--- src/rtl/npu_conv_seq.sv ---
// npu_conv_seq: bus-master sequencer for the npu conv engine.
// Loads weights and a sliding KxK image window from a byte-wide sync-read memory
// into the engine, fires one trigger per output position and streams packed results.
module npu_conv_seq #(
    parameter int unsigned IN_H     = 16,
    parameter int unsigned IN_W     = 15,
    parameter int unsigned K        = 3,
    parameter int unsigned W_BASE   = 240,
    parameter int unsigned WAIT_CYC = 4,
    parameter int unsigned PACK_N   = 4
) (
    input  logic        clk,
    input  logic        rst,
    input  logic        i_start,
    output logic        o_busy,
    output logic        o_done,
    output logic [15:0] o_mem_addr,
    output logic        o_mem_rd,
    input  logic [7:0]  i_mem_rdata,
    output logic        o_bus_en,
    output logic        o_bus_we,
    output logic [15:0] o_bus_addr,
    output logic [31:0] o_bus_wdata,
    input  logic [31:0] i_bus_rdata,
    output logic [31:0] o_res_data,
    output logic        o_res_valid,
    input  logic        i_res_ready
);

    localparam int unsigned RW = $clog2(IN_H);
    localparam int unsigned CW = $clog2(IN_W);
    localparam int unsigned PW = $clog2(PACK_N + 1);
    localparam int unsigned WW = $clog2(WAIT_CYC + 1);

    localparam logic [RW-1:0] LastRow  = RW'(IN_H - K);
    localparam logic [CW-1:0] LastCol  = CW'(IN_W - K);
    localparam logic [PW-1:0] PackFull = PW'(PACK_N);
    localparam logic [WW-1:0] WaitLast = WW'(WAIT_CYC - 1);

    // Column-load phases: 0..K-1 issue reads, 1..K shift bytes in, K+1 writes the column.
    localparam logic [2:0] PhRead  = 3'(K);
    localparam logic [2:0] PhWrite = 3'(K + 1);

    localparam logic [2:0] SelImg = 3'b001;
    localparam logic [2:0] SelWgt = 3'b010;
    localparam logic [2:0] SelCtl = 3'b100;
    localparam logic [2:0] SelRes = 3'b110;

    localparam logic [31:0] CtlTrig  = 32'h0000_0001;
    localparam logic [31:0] CtlImgClr = 32'h0000_0008;
    localparam logic [31:0] CtlAllClr = 32'h0000_003C;

    typedef enum logic [3:0] {
        StIdle,
        StClr,
        StWld,
        StRow,
        StPrime,
        StCol,
        StTrig,
        StWait,
        StRdRes,
        StRdCap,
        StOut,
        StNext,
        StFlush,
        StDone
    } state_e;

    state_e        r_state;
    state_e        w_state_d;
    logic [2:0]    r_ph;
    logic [1:0]    r_kc;
    logic [RW-1:0] r_row;
    logic [CW-1:0] r_col;
    logic [PW-1:0] r_pk;
    logic [WW-1:0] r_wait;
    logic [23:0]   r_colw;
    logic          r_rdv;
    logic [31:0]   r_res;
    logic          r_flush;

    logic          w_load_st;
    logic          w_rd_ph;
    logic          w_wr_ph;
    logic [15:0]   w_row_addr;
    logic [2:0]    w_sel;

    assign w_load_st  = (r_state == StWld) || (r_state == StPrime) || (r_state == StCol);
    assign w_rd_ph    = (r_ph < PhRead);
    assign w_wr_ph    = (r_ph == PhWrite);
    // Pixel row currently being read: the window's top row plus the read phase (kr).
    assign w_row_addr = (16'(r_row) + 16'(r_ph)) * 16'(IN_W);

    assign o_busy      = (r_state != StIdle);
    assign o_bus_addr  = {1'b0, w_sel, 12'h000};
    assign o_res_data  = r_res;

    // State register.
    always_ff @(posedge clk or posedge rst) begin
        if (rst) begin
            r_state <= StIdle;
        end else begin
            r_state <= w_state_d;
        end
    end

    // Next-state decode and all bus/memory/stream strobes.
    always_comb begin
        w_state_d   = r_state;
        o_mem_rd    = 1'b0;
        o_mem_addr  = '0;
        o_bus_en    = 1'b0;
        o_bus_we    = 1'b0;
        w_sel       = 3'b000;
        o_bus_wdata = '0;
        o_res_valid = 1'b0;
        o_done      = 1'b0;

        case (r_state)
            StIdle: begin
                if (i_start) begin
                    w_state_d = StClr;
                end
            end
            StClr: begin
                o_bus_en    = 1'b1;
                o_bus_we    = 1'b1;
                w_sel       = SelCtl;
                o_bus_wdata = CtlAllClr;
                w_state_d   = StWld;
            end
            StWld: begin
                if (w_rd_ph) begin
                    o_mem_rd   = 1'b1;
                    o_mem_addr = 16'(W_BASE) + 16'(r_ph) * 16'(K) + 16'(r_kc);
                end
                if (w_wr_ph) begin
                    o_bus_en    = 1'b1;
                    o_bus_we    = 1'b1;
                    w_sel       = SelWgt;
                    o_bus_wdata = {8'h00, r_colw};
                    if (r_kc == 2'(K - 1)) begin
                        w_state_d = StRow;
                    end
                end
            end
            StRow: begin
                o_bus_en    = 1'b1;
                o_bus_we    = 1'b1;
                w_sel       = SelCtl;
                o_bus_wdata = CtlImgClr;
                w_state_d   = StPrime;
            end
            StPrime: begin
                if (w_rd_ph) begin
                    o_mem_rd   = 1'b1;
                    o_mem_addr = w_row_addr + 16'(r_kc);
                end
                if (w_wr_ph) begin
                    o_bus_en    = 1'b1;
                    o_bus_we    = 1'b1;
                    w_sel       = SelImg;
                    o_bus_wdata = {8'h00, r_colw};
                    if (r_kc == 2'(K - 2)) begin
                        w_state_d = StCol;
                    end
                end
            end
            StCol: begin
                if (w_rd_ph) begin
                    o_mem_rd   = 1'b1;
                    o_mem_addr = w_row_addr + 16'(r_col) + 16'(K - 1);
                end
                if (w_wr_ph) begin
                    o_bus_en    = 1'b1;
                    o_bus_we    = 1'b1;
                    w_sel       = SelImg;
                    o_bus_wdata = {8'h00, r_colw};
                    w_state_d   = StTrig;
                end
            end
            StTrig: begin
                o_bus_en    = 1'b1;
                o_bus_we    = 1'b1;
                w_sel       = SelCtl;
                o_bus_wdata = CtlTrig;
                w_state_d   = StWait;
            end
            StWait: begin
                if (r_wait == WaitLast) begin
                    w_state_d = (r_pk == PackFull) ? StRdRes : StNext;
                end
            end
            StRdRes: begin
                o_bus_en  = 1'b1;
                w_sel     = SelRes;
                w_state_d = StRdCap;
            end
            StRdCap: begin
                w_state_d = StOut;
            end
            StOut: begin
                o_res_valid = 1'b1;
                if (i_res_ready) begin
                    w_state_d = r_flush ? StDone : StNext;
                end
            end
            StNext: begin
                if (r_col == LastCol) begin
                    w_state_d = (r_row == LastRow) ? StFlush : StRow;
                end else begin
                    w_state_d = StCol;
                end
            end
            StFlush: begin
                w_state_d = (r_pk != '0) ? StRdRes : StDone;
            end
            StDone: begin
                o_done    = 1'b1;
                w_state_d = StIdle;
            end
            default: begin
                w_state_d = StIdle;
            end
        endcase
    end

    // Datapath: column assembly, position/pack/wait counters and result capture.
    always_ff @(posedge clk or posedge rst) begin
        if (rst) begin
            r_ph    <= '0;
            r_kc    <= '0;
            r_row   <= '0;
            r_col   <= '0;
            r_pk    <= '0;
            r_wait  <= '0;
            r_colw  <= '0;
            r_rdv   <= 1'b0;
            r_res   <= '0;
            r_flush <= 1'b0;
        end else begin
            r_rdv <= o_mem_rd;
            // Each byte arrives the cycle after its read; shifting right leaves kr=0 in [7:0].
            if (r_rdv) begin
                r_colw <= {i_mem_rdata, r_colw[23:8]};
            end
            r_ph <= (w_load_st && !w_wr_ph) ? r_ph + 3'd1 : 3'd0;

            case (r_state)
                StIdle: begin
                    if (i_start) begin
                        r_row   <= '0;
                        r_col   <= '0;
                        r_pk    <= '0;
                        r_flush <= 1'b0;
                    end
                end
                StClr, StRow: begin
                    r_kc <= '0;
                end
                StWld, StPrime: begin
                    if (w_wr_ph) begin
                        r_kc <= r_kc + 2'd1;
                    end
                end
                StTrig: begin
                    r_pk   <= r_pk + PW'(1);
                    r_wait <= '0;
                end
                StWait: begin
                    r_wait <= r_wait + WW'(1);
                end
                StRdRes: begin
                    r_pk <= '0;
                end
                StRdCap: begin
                    r_res <= i_bus_rdata;
                end
                StNext: begin
                    if (r_col == LastCol) begin
                        // Hold at the final position; FLUSH takes over from here.
                        if (r_row != LastRow) begin
                            r_row <= r_row + RW'(1);
                            r_col <= '0;
                        end
                    end else begin
                        r_col <= r_col + CW'(1);
                    end
                end
                StFlush: begin
                    r_flush <= 1'b1;
                end
                default: begin
                end
            endcase
        end
    end

endmodule
--- config.mk ---
export PLATFORM = sky130hd
export DESIGN_NAME = npu_conv_seq
export DESIGN_NICKNAME = d
export VERILOG_FILES = /design/src/rtl/npu_conv_seq.sv
export SDC_FILE = /design/constraint.sdc
export NUM_CORES = 1
export LEC_CHECK = 0
export CAP_MARGIN = 25
export CORE_MARGIN = 8
export CORE_UTILIZATION = 25
export DETAILED_ROUTE_END_ITERATION = 12
export GPL_TIMING_DRIVEN = 1
export SYNTH_ARGS = -nofsm -noshare
export SYNTH_HDL_FRONTEND = slang
export SYNTH_SLANG_ARGS = --single-unit
--- constraint.sdc ---
create_clock -name clk -period 8.13 [get_ports clk]
set_input_delay 2.439 -clock clk [delete_from_list [all_inputs] [get_ports clk]]
set_output_delay 2.439 -clock clk [all_outputs]
set_load 0.01 [all_outputs]
[Word level (Yosys, flattened, before mapping)]
Cells that the tools add are included.
Word-level totals
  input port bits: 44
  output and inout bits: 102
  register bits after elaboration: 81
  logic and storage cells: 128
Operators by class
  magnitude comparators: 1
  equal/unequal tests: 33
  add/subtract/negate cells: 12
  muxes and demuxes: 45
  reduce and logical (&&, ||, !) cells: 24
  multipliers: 2
Operators with widths (count)
  one-hot mux 24 bit (4 select lines): 1
  2-to-1 mux 4 bit: 15
  one-hot mux 4 bit (13 select lines): 1
  one-hot mux 11 bit (3 select lines): 1
  == test 4 bit, second input constant: 8
  2-to-1 mux 24 bit: 1
  adder 9 x 2 -> 10 bit: 2
  2-to-1 mux 10 bit: 2
  inequality test 2 bit, second input constant: 9
  == test 4 x 3 -> 1 bit, second input constant: 4
  one-hot mux 4 bit (2 select lines): 2
  2-to-1 mux 3 bit: 4
  one-hot mux 3 bit (4 select lines): 1
  adder 10 x 2 -> 11 bit, second input constant: 1
  2-to-1 mux 11 bit: 1
  adder 9 x 4 -> 10 bit: 1
  adder 3 x 1 -> 3 bit, second input constant: 3
  adder 8 x 5 -> 9 bit, first input constant: 1
  multiplier 5 x 4 -> 9 bit, second input constant: 1
  one-hot mux 3 bit (3 select lines): 1
  adder 4 x 1 -> 4 bit, second input constant: 2
  == test 4 x 2 -> 1 bit, second input constant: 2
  AND reduction 8 bit: 1
  nonzero test 2 bit: 4
  other kinds (29): 48

[Logic depth before layout (Yosys ltp)]
Gate-level depths: netlist (run 1).
  word-level depth: 6
  mapped depth: 15
  mapped depth without buffers: 15

[Worst setup path after synthesis (run 1)]
No wires, ideal clock.
  kind: register to output
  start: reg r_ph[0]
  end: out o_mem_addr[8]
  path buffers: 0
  path slack: 1.209 ns
  cell stages (with the launch flop): 14
  required time: 5.691 ns
  data arrival time: 4.482 ns
  path through: dfrtp_1 -> ha_1 -> fa_1 -> xor2_1 -> fa_1 -> fa_1 -> fa_1 -> ha_1 -> ha_1 -> a21oi_1 -> o21bai_1 -> nand3_1 -> xnor2_1 -> a221o_1
On the way
  word-level cells in the longest chain between the ends: 6
  elaborated cells between the ends (all ways): 13
  those cells by class: 6 x add/sub; 2 x mul; 1 x order compare; 4 x mux
RTL lines
  start, declared: RTL line 72  | logic [2:0] r_ph;
  start signal, assigned: RTL line 248  | r_ph <= (w_load_st && !w_wr_ph) ? r_ph + 3'd1 : 3'd0;
  adder 4 x 3 -> 5 bit: RTL line 93  | assign w_row_addr = (16'(r_row) + 16'(r_ph)) * 16'(IN_W);
  multiplier 5 x 4 -> 9 bit: RTL line 93
  adder 9 x 4 -> 10 bit: RTL line 173  | o_mem_addr = w_row_addr + 16'(r_col) + 16'(K - 1);
  adder 10 x 2 -> 11 bit: RTL line 173
  2-to-1 mux 11 bit: RTL line 171  | if (w_rd_ph) begin
  one-hot mux 11 bit (3 select lines) (*): RTL line 120  | case (r_state)
  end, declared: RTL line 17  | output logic [15:0] o_mem_addr,
Every way passes the cells marked *; elsewhere a longest branch is shown, timed or not.

[Worst setup path after layout (run 1)]
Same ends and word-level chain as after synthesis.

==> impl_metrics.tcl, run 1 <==
set metrics [dict create \
    hold_ws_ns 0.478 \
    drive_above_1_share 0.145 \
    antenna_left 0 \
    multi_input_area_sq_um 3240 \
    ys_warn_count 0 \
    setup-tns-final_ns 0 \
    setup_violations 0 \
    crit_required_ns 5.69 \
    cp-end-kind "primary output" \
    placed_cells 920 \
    final_net_count 749 \
    clockBufferDepth 2 \
    cts_buffers 9 \
    fin_cells 935 \
    route.detailed.drc 0 \
    clk_pin_slew_worst_paths_ns 0.06 \
    placed_cell_area_sq_um 6910 \
    final-hold-violation-count 0 \
    hold_path_class "flip-flop to flip-flop" \
    timing.fmax_ghz 0.128 \
    vias 4223 \
    slew-limit-headroom 0.348 \
    diodes 0 \
    viasPerCell 4.52 \
    arrival_ns 5.40 \
    reg2reg_slack_ns 5.80 \
    drt_iter0_drc 225 \
    routabilityCongestion 0.830 \
    rsz0062_at_grt "no" \
    register_area_sq_um 2030 \
    grt_use_total 0.104 \
    wl_per_cell_um 14.8 \
    grt_max_degree 47 \
    antenna_found_initial 0 \
    drv_cap 0 \
    seq_area_frac_synth 0.366 \
    async_flop_share 1.00 \
    synthFlopType "dfrtp_1" \
    reg2reg_depth 6 \
    pre_cts_slack_ns 0.488 \
    vdd.ir_drop.worst_uv 153 \
    grt-ovfl-total 0 \
    hold_depth 2 \
    n_fill_cell 2269 \
    die_w_um 165 \
    dp_hpwl_mm 10.7 \
    die_y_um 165 \
    io_buffers 118 \
    start_util 0.254 \
    fin_crit_ns 7.84 \
    fin_crit_sh 0.965 \
    syn_area_sq_um 5550 \
    wirelength_mm 13.8 \
    reg2reg_from "r_state[3]" \
    clk_latency_ns 0.33 \
    syn_inst 540 \
    grt_pass1_vias 4310 \
    worstReg2RegEnd "r_state[3]" \
    dr.pass1.iters 4 \
    finalMaxSlewViolations 0 \
    holdPathEnd "r_wait[2]" \
    synth-edff-count 0 \
    cts_tree "built" \
    htreeDepth 3 \
    ys_seq_elements 81 \
    fin_skew_ns 0.00346 \
    die_area_sq_um 27200 \
    root_buffer "clkbuf_16" \
    setup_ws_ns 0.287 \
    power_leakage_uw 0.00315 \
    p_per_area_nw_per_um2 332 \
    status "finished, final reports clean" \
    rows 54 \
    worstSetupStartpointType "flip-flop" \
    path_max_fanout 7 \
    criticalPathCategory "flip-flop to primary output" \
    synth_area_per_cell_sq_um 10.3 \
    ys_types 70 \
    cts_sinks 81 \
    holdCritStartpoint "r_wait[2]" \
    tightest_slew_ns 0.978 \
    syn2layout_area_growth_pct 30.3 \
    grt_pass1_wl_mm 22.7 \
    finalInstanceArea_sq_um 7220 \
    core-area_sq_um 21800 \
    ioPinCount 146 \
]
cell type report:
| type | instances | area share |
|---|---|---|
| multi-input combinational | 414 | 0.449 |
| sequential | 81 | 0.281 |
| timing repair buffer | 122 | 0.168 |
| tap | 280 | 0.0485 |
| clock buffer | 11 | 0.0322 |
| inverter | 24 | 0.0126 |
| clock inverter | 3 | 0.00935 |
placed cells by master (no fill, tap or decap), types with 3 or more instances in the layout:
cell type / n
o211ai_1: 4
nor3_1: 9
nor2_2: 4
nand2b_1: 7
and2_1: 24
clkbuf_16: 9
a22oi_1: 3
a22o_1: 3
a21o_1: 7
a21oi_1: 23
buf_4: 4
mux2_2: 54
mux2_1: 4
clkdlybuf4s50_1: 118
o21ai_0: 16
ha_1: 42
conb_1: 27
nor2_1: 36
inv_1: 23
fa_1: 10
xnor2_1: 11
xor2_1: 9
a31oi_1: 5
nand2_1: 37
nand3_1: 13
o21ai_1: 4
dfrtp_1: 81
worst max-delay path by stage:
| stage | startpoint | end | slack [ns] | depth (start not counted) |
|---|---|---|---|---|
| 3_5_place_dp | r_ph[0] | o_mem_addr[8] | 0.49 | 14 |
| 5_1_grt | r_ph[0] | o_mem_addr[8] | 0.01 | 14 |
| 4_1_cts | r_ph[0] | o_mem_addr[8] | 0.12 | 14 |
| 3_3_place_gp | r_ph[0] | o_mem_addr[8] | 0.57 | 14 |
| 6_report | r_ph[0] | o_mem_addr[8] | 0.29 | 14 |
| 2_1_floorplan | r_ph[0] | o_mem_addr[8] | 1.21 | 13 |
worst max-delay path: stages, from the launching register on:
cell and delay, ns:
dfrtp_1 0.47, ha_1 0.27, fa_1 0.45, xor2_2 0.30, fa_1 0.50, fa_1 0.49
fa_2 0.60, ha_1 0.24, ha_1 0.33, a21oi_1 0.12, o21bai_1 0.22, nand3_1 0.12
xnor2_1 0.14, a221o_1 0.34, clkdlybuf4s50_1 0.48
where the power goes:
part           internal [uW]  total, uW  switching [uW]  leakage [uW]
Clock                    266        422             157      0.000142
Combinational            626       1230             602       0.00199
Sequential               579        751             172       0.00102
routing by layer:
layer | share of wire | track usage | vias up
li1 | - | - | 2046
met1 | 0.43 | 0.133 | 2014
met2 | 0.42 | 0.149 | 147
met3 | 0.13 | 0.0536 | 16
met4 | 0.017 | 0.0352 | 0
met5 | 0 | 0 | -
synth_stat cells (9+ instances only):
| library cell | instances | area share |
|---|---|---|
| inv_1 | 24 | 0.016 |
| buf_2 | 13 | 0.012 |
| o21ai_0 | 16 | 0.014 |
| nand3_1 | 13 | 0.012 |
| ha_1 | 42 | 0.095 |
| nor3_1 | 9 | 0.0081 |
| nor2_1 | 37 | 0.025 |
| fa_1 | 11 | 0.040 |
| and2_1 | 24 | 0.027 |
| mux2_2 | 54 | 0.11 |
| dfrtp_1 | 81 | 0.37 |
| xnor2_1 | 11 | 0.017 |
| a21oi_1 | 23 | 0.021 |
| buf_4 | 27 | 0.037 |
| nand2_1 | 37 | 0.025 |
| xor2_1 | 10 | 0.016 |
stage by stage:
step / utilization / total power, uW
6_report: 0.331 / 2400
3_3_place_gp: 0.316 / 1970
4_1_cts: 0.330 / 2430
3_5_place_dp: 0.316 / 1980
2_1_floorplan: - / 1540
5_1_grt: 0.331 / 2610
cells by family after synthesis:
| kind of cell | Yosys count | synth area share |
|---|---|---|
| fa+ha+maj | 55 | 0.138 |
| compound gates | 92 | 0.111 |
| buf+inv | 71 | 0.0693 |
| flops | 81 | 0.366 |
| simple gates | 158 | 0.155 |
| xor+xnor | 22 | 0.0381 |
| mux | 60 | 0.121 |
| other cells | 1 | 0.000676 |
flip-flops by register name, indices dropped and copies added, names as in the netlist:
name	cells
r_state	4
r_row	4
r_wait	3
r_pk	3
r_colw	24
r_kc	2
r_col	4
r_rdv	1
r_ph	3
o_res_data	32
r_flush	1
what timing repair did:
item	CTS	global route
buffers inserted	0	1
hold buffers	0	0
resized for setup	0	2
endpoints found under the setup margin	0	2
No activity file was read; power rests on OpenSTA's default activity.
==> run 2, diff against run 1 <==
Settings changed: CORE_MARGIN 8 to default.
==> run 2 against run 1 <==
Against the previous run: setup slack lost 0.017 ns; critical path depth is the same; first-iteration DRC count shrank 44%; flip-flop and latch count is the same; die area shrank 16%; core utilization grew 0.15 points; fmax shrank 0.22%; non-clock buffer count shrank 1; critical endpoint unchanged.
==> impl_metrics.tcl, run 2 (same netlist as run 1, synthesis figures left out) <==
set metrics [dict create \
    final_cell_mix "clkdlybuf4s50_1, dfrtp_1, mux2_2" \
    grt_use_total 0.120 \
    routabilityCongestion 0.833 \
    cp.depth 14 \
    grt-ovfl-total 0 \
    hold_path_class "flip-flop to flip-flop" \
    clk_pin_slew_worst_paths_ns 0.07 \
    dp_hpwl_mm 9.65 \
    tightest_slew_ns 0.968 \
    timing.fmax_ghz 0.127 \
    fin_crit_sh 0.967 \
    wl_per_cell_um 13.7 \
    antenna_found_initial 0 \
    final_common_cell "clkdlybuf4s50_1" \
    power_leakage_uw 0.00316 \
    vdd.ir_drop.worst_uv 139 \
    rsz0062_at_grt "no" \
    die_y_um 151 \
    finalInstanceArea_sq_um 7240 \
    path_max_fanout 7 \
    fin_crit_ns 7.86 \
    cp-startpoint "r_ph[0]" \
    crit_buf_inv 1 \
    start_util 0.255 \
    root_buffer "clkbuf_16" \
    crit_family "adder cells" \
    setup_violations 0 \
    n_fill_cell 2277 \
    cts_buffers 9 \
    crit_required_ns 5.69 \
    vias 4193 \
    grt_pass1_wl_mm 21.6 \
    viasPerCell 4.48 \
    reg2reg_depth 6 \
    endpoint "o_mem_addr[8]" \
    status "finished, final reports clean" \
    placed_cell_area_sq_um 6930 \
    final_net_count 748 \
    die_w_um 151 \
    ioPinCount 146 \
    multi_input_area_sq_um 3250 \
    reg2reg_from "r_state[3]" \
    criticalPathCategory "flip-flop to primary output" \
    grt_max_degree 67 \
    diodes 0 \
    antenna_left 0 \
    register_area_sq_um 2030 \
    drt_iter0_drc 127 \
    finalMaxSlewViolations 0 \
    clockBufferDepth 2 \
    die_area_sq_um 22800 \
    p_per_area_nw_per_um2 326 \
    worstReg2RegEnd "r_state[3]" \
    slew-limit-headroom 0.355 \
    core-area_sq_um 21800 \
    grt_pass1_vias 4322 \
    setup-tns-final_ns 0 \
    arrival_ns 5.42 \
    critPathMaxStageDelay_ns 0.60 \
    path_cells "ha_1 -> fa_1 -> xor2_4 -> fa_1 -> fa_1 -> fa_1 -> ha_1 -> ha_1 -> a21oi_1 -> o21bai_1 -> nand3_1 -> xnor2_1 -> a221o_1 -> clkdlybuf4s50_1" \
    wirelength_mm 12.8 \
    final-hold-violation-count 0 \
    cp-end-kind "primary output" \
    fin_skew_ns 0.00868 \
    route.detailed.drc 0 \
    io_buffers 118 \
    slowest_stage "fa_1" \
    worstSetupStartpointType "flip-flop" \
    cts_tree "built" \
    drive_above_1_share 0.148 \
    reg2reg_slack_ns 5.77 \
    clk_latency_ns 0.34 \
    cts_sinks 81 \
    dr.pass1.iters 4 \
    cpMostUsedCell "fa_1" \
    drv_cap 0 \
    htreeDepth 3 \
    rows 54 \
    syn2layout_area_growth_pct 30.5 \
    cts.hold.buffers_added 0 \
    largest_register_ffs 32 \
]
[run 2: changes by cell type in the layout (fill, tap and decap cells not counted), sizes merged]
cell	previous run	this run
buf	4	3
bufinv	2	0
inv	23	24
clkinvlp	1	2
clkinv	1	3
[run 2: routing by layer]
layer  vias up  GRT usage  share of wire
met3        16     0.0413          0.079
li1       2046          -              -
met4         0     0.0425          0.014
met2       126      0.181           0.44
met5         -          0              0
met1      2005      0.158           0.46
[run 2: worst min-delay path by stage]
stage | startpoint | endpoint | cells past startpoint
after global placement | o_res_data[19] | o_res_data[19] | 1
final | o_res_data[19] | o_res_data[19] | 1
after CTS | o_res_data[19] | o_res_data[19] | 1
after detailed placement | o_res_data[19] | o_res_data[19] | 1
after floorplan | r_wait[2] | r_wait[2] | 2
after global routing | o_res_data[19] | o_res_data[19] | 1
[run 2: layout make-up]
class | instances | share of cell area
inverters | 24 | 0.0126
flip-flops and latches | 81 | 0.280
repair buffers | 121 | 0.169
multi-input cells | 414 | 0.450
clock buffers | 11 | 0.0349
clock inverters | 5 | 0.00519
well taps | 280 | 0.0484
[run 2: report_power, final]
part           switching, uW  leakage [uW]  internal (uW)
Sequential               187       0.00102            578
Combinational            575       0.00200            623
Clock                    169      0.000138            225
[run 2: repair_timing]
action	in CTS	in global routing
endpoints found under the setup margin	0	3
setup buffers	0	0
gates resized for setup	0	2
[run 2: through the flow]
| stage | worst slack (ns) | std cells | hold slack [ns] | util | power (uW) |
|---|---|---|---|---|---|
| 3_5_place_dp | 0.478 | 920 | 0.478 | 0.318 | 1980 |
| 2_1_floorplan | 1.21 | 566 | 0.450 | - | 1540 |
| 4_1_cts | 0.107 | 936 | 0.496 | 0.332 | 2380 |
| 5_1_grt | 0.0161 | 936 | 0.516 | 0.333 | 2550 |
| 6_report | 0.270 | 936 | 0.491 | 0.333 | 2360 |
| 3_3_place_gp | 0.572 | 919 | 0.471 | 0.317 | 1960 |
==> run 3, diff against run 2 <==
Settings changed: CTS_BUF_LIST from default to sky130_fd_sc_hd__clkbuf_4 sky130_fd_sc_hd__clkbuf_8, DONT_BUFFER_PORTS from default to 1.
==> run 3 against run 2 <==
Against the previous run: worst hold slack better by 0.015 ns; register-to-register slack worse by 0.03 ns; via count is 11% lower; global-route usage is 1.2 points lower; final area is 18% lower; critical path type unchanged; critical endpoint unchanged; largest cell class unchanged.
==> impl_metrics.tcl, run 3 (same netlist as run 1, synthesis figures left out) <==
set metrics [dict create \
    slowest_stage "fa_1" \
    reg2reg_from "r_state[3]" \
    arrival_ns 5.15 \
    diodes 0 \
    crit_required_ns 5.69 \
    cpMostUsedCell "fa_1" \
    criticalPathCategory "flip-flop to primary output" \
    drv_cap 0 \
    wirelength_mm 11.9 \
    clockPowerShare 0.144 \
    path_cells "ha_1 -> fa_1 -> xor2_1 -> fa_1 -> fa_1 -> fa_1 -> ha_1 -> ha_1 -> a21oi_1 -> o21bai_1 -> nand3_1 -> xnor2_1 -> a221o_1" \
    endpoint "o_mem_addr[8]" \
    io_buffers 0 \
    die_y_um 151 \
    clk_latency_ns 0.34 \
    cp-end-kind "primary output" \
    vias 3740 \
    vdd.ir_drop.worst_uv 141 \
    final-hold-violation-count 0 \
    clockBufferDepth 2 \
    dp_hpwl_mm 9.00 \
    cts.hold.buffers_added 0 \
    pre_cts_slack_ns 0.905 \
    start_util 0.255 \
    placed_cells 802 \
    wl_per_cell_um 14.5 \
    cts_tree "built" \
    setup_violations 0 \
    final_net_count 630 \
    cts.repair.resized 0 \
    setup_ws_ns 0.538 \
    p_per_area_nw_per_um2 340 \
    grt_pass1_vias 3670 \
    cts_buffers 9 \
    slew-limit-headroom 0.333 \
    rsz0062_at_grt "no" \
    fin_crit_ns 7.59 \
    core-area_sq_um 21800 \
    fin_cells 818 \
    grt_use_total 0.108 \
    antenna_found_initial 0 \
    ioPinCount 146 \
    drive_above_1_share 0.178 \
    status "finished, final reports clean" \
    power_leakage_uw 0.00268 \
    seqPwrFrac 0.406 \
    die_w_um 151 \
    reg2reg_depth 6 \
    cts_sinks 81 \
    route.detailed.drc 0 \
    fin_skew_ns 0.00587 \
    cts_setup_buffers 0 \
    root_buffer "clkbuf_8" \
    finalMaxSlewViolations 0 \
    largest_register_ffs 32 \
    cp-startpoint "r_ph[0]" \
    antenna_left 0 \
    tightest_slew_ns 1.00 \
    n_fill_cell 2302 \
    die_area_sq_um 22800 \
    dr.pass1.iters 4 \
    timing.fmax_ghz 0.132 \
    syn2layout_area_growth_pct 7.13 \
    final_common_cell "dfrtp_1" \
    grt-ovfl-total 0 \
    setup-tns-final_ns 0 \
    p_sw_uw 877 \
    grt_max_degree 50 \
    sw_frac_of_total 0.435 \
    p_int_uw 1140 \
    grt_pass1_wl_mm 19.2 \
    worstSetupStartpointType "flip-flop" \
    critPathMaxStageDelay_ns 0.60 \
    combinationalPowerShare 0.451 \
    routabilityCongestion 0.829 \
    reg2reg_slack_ns 5.74 \
    final_cell_mix "dfrtp_1, mux2_2, ha_1" \
    clk_pin_slew_worst_paths_ns 0.08 \
    viasPerCell 4.57 \
    hold_path_class "flip-flop to flip-flop" \
    drt_iter0_drc 141 \
    rows 54 \
    worstReg2RegEnd "r_state[3]" \
    htreeDepth 3 \
    fin_crit_sh 0.934 \
    path_max_fanout 7 \
]
## run 3: cell count changes in the layout (fill, tap and decap cells not counted)
cell and change:
clkdlybuf4s50_1 -118, clkbuf_16 -9, clkbuf_8 +7, clkbuf_4 +2, bufinv_16 +1, clkinv_2 +1
clkinvlp_4 -1, inv_6 -1, xor2_1 +1, xor2_4 -1
## run 3: critical path: cells and delay by family, from the launching register on
kind                       cells  cell delay [ns]
adders and majority gates      7             2.93
AOI/OAI and AO/OA              3             0.70
xor gates and xnor gates       2             0.56
DFF                            1             0.48
and+or+nand+nor                1             0.12
## run 3: final cells by class
| type | count | area (sq um) | share of cell area |
|---|---|---|---|
| clock buffers | 11 | 139 | 0.0234 |
| clock inverters | 5 | 56.3 | 0.00948 |
| inverters | 24 | 91.3 | 0.0154 |
| multi-input cells | 414 | 3230 | 0.544 |
| flip-flops and latches | 81 | 2030 | 0.341 |
| well taps | 280 | 350 | 0.0590 |
| repair buffers | 3 | 42.5 | 0.00716 |
## run 3: per-stage QoR
stage | instance area (sq um) | total power (uW) | util | hold slack (ns)
after floorplan | 5640 | 1540 | - | 0.450
after global placement | 5720 | 1710 | 0.263 | 0.468
after detailed placement | 5750 | 1740 | 0.264 | 0.488
after CTS | 5940 | 2040 | 0.273 | 0.507
after global routing | 5940 | 2200 | 0.273 | 0.528
final | 5940 | 2020 | 0.273 | 0.506
## run 3: worst min path at each step
stage                     depth (start not counted)  slack, ns  startpoint        end
final                                             1       0.51   r_colw[1]  r_colw[1]
after global routing                              2       0.53   r_wait[1]  r_wait[1]
after CTS                                         1       0.51     r_pk[2]    r_pk[2]
after detailed placement                          1       0.49   r_colw[1]  r_colw[1]
after global placement                            2       0.47   r_wait[2]  r_wait[2]
after floorplan                                   2       0.45   r_wait[2]  r_wait[2]
## run 3: per-layer routing
layer  track usage  routed length (um)
met5             0                   0
met4        0.0310                 117
met1         0.143                5380
met2         0.166                5300
met3        0.0370                1090
## run 3: power by group through the flow
| stage | sequential, uW | combinational, uW | clock, uW |
|---|---|---|---|
| after floorplan | 707 | 829 | 0 |
| after global placement | 822 | 890 | 0 |
| after detailed placement | 823 | 912 | 0 |
| after CTS | 819 | 914 | 307 |
| after global routing | 851 | 1020 | 323 |
| final | 818 | 909 | 290 |
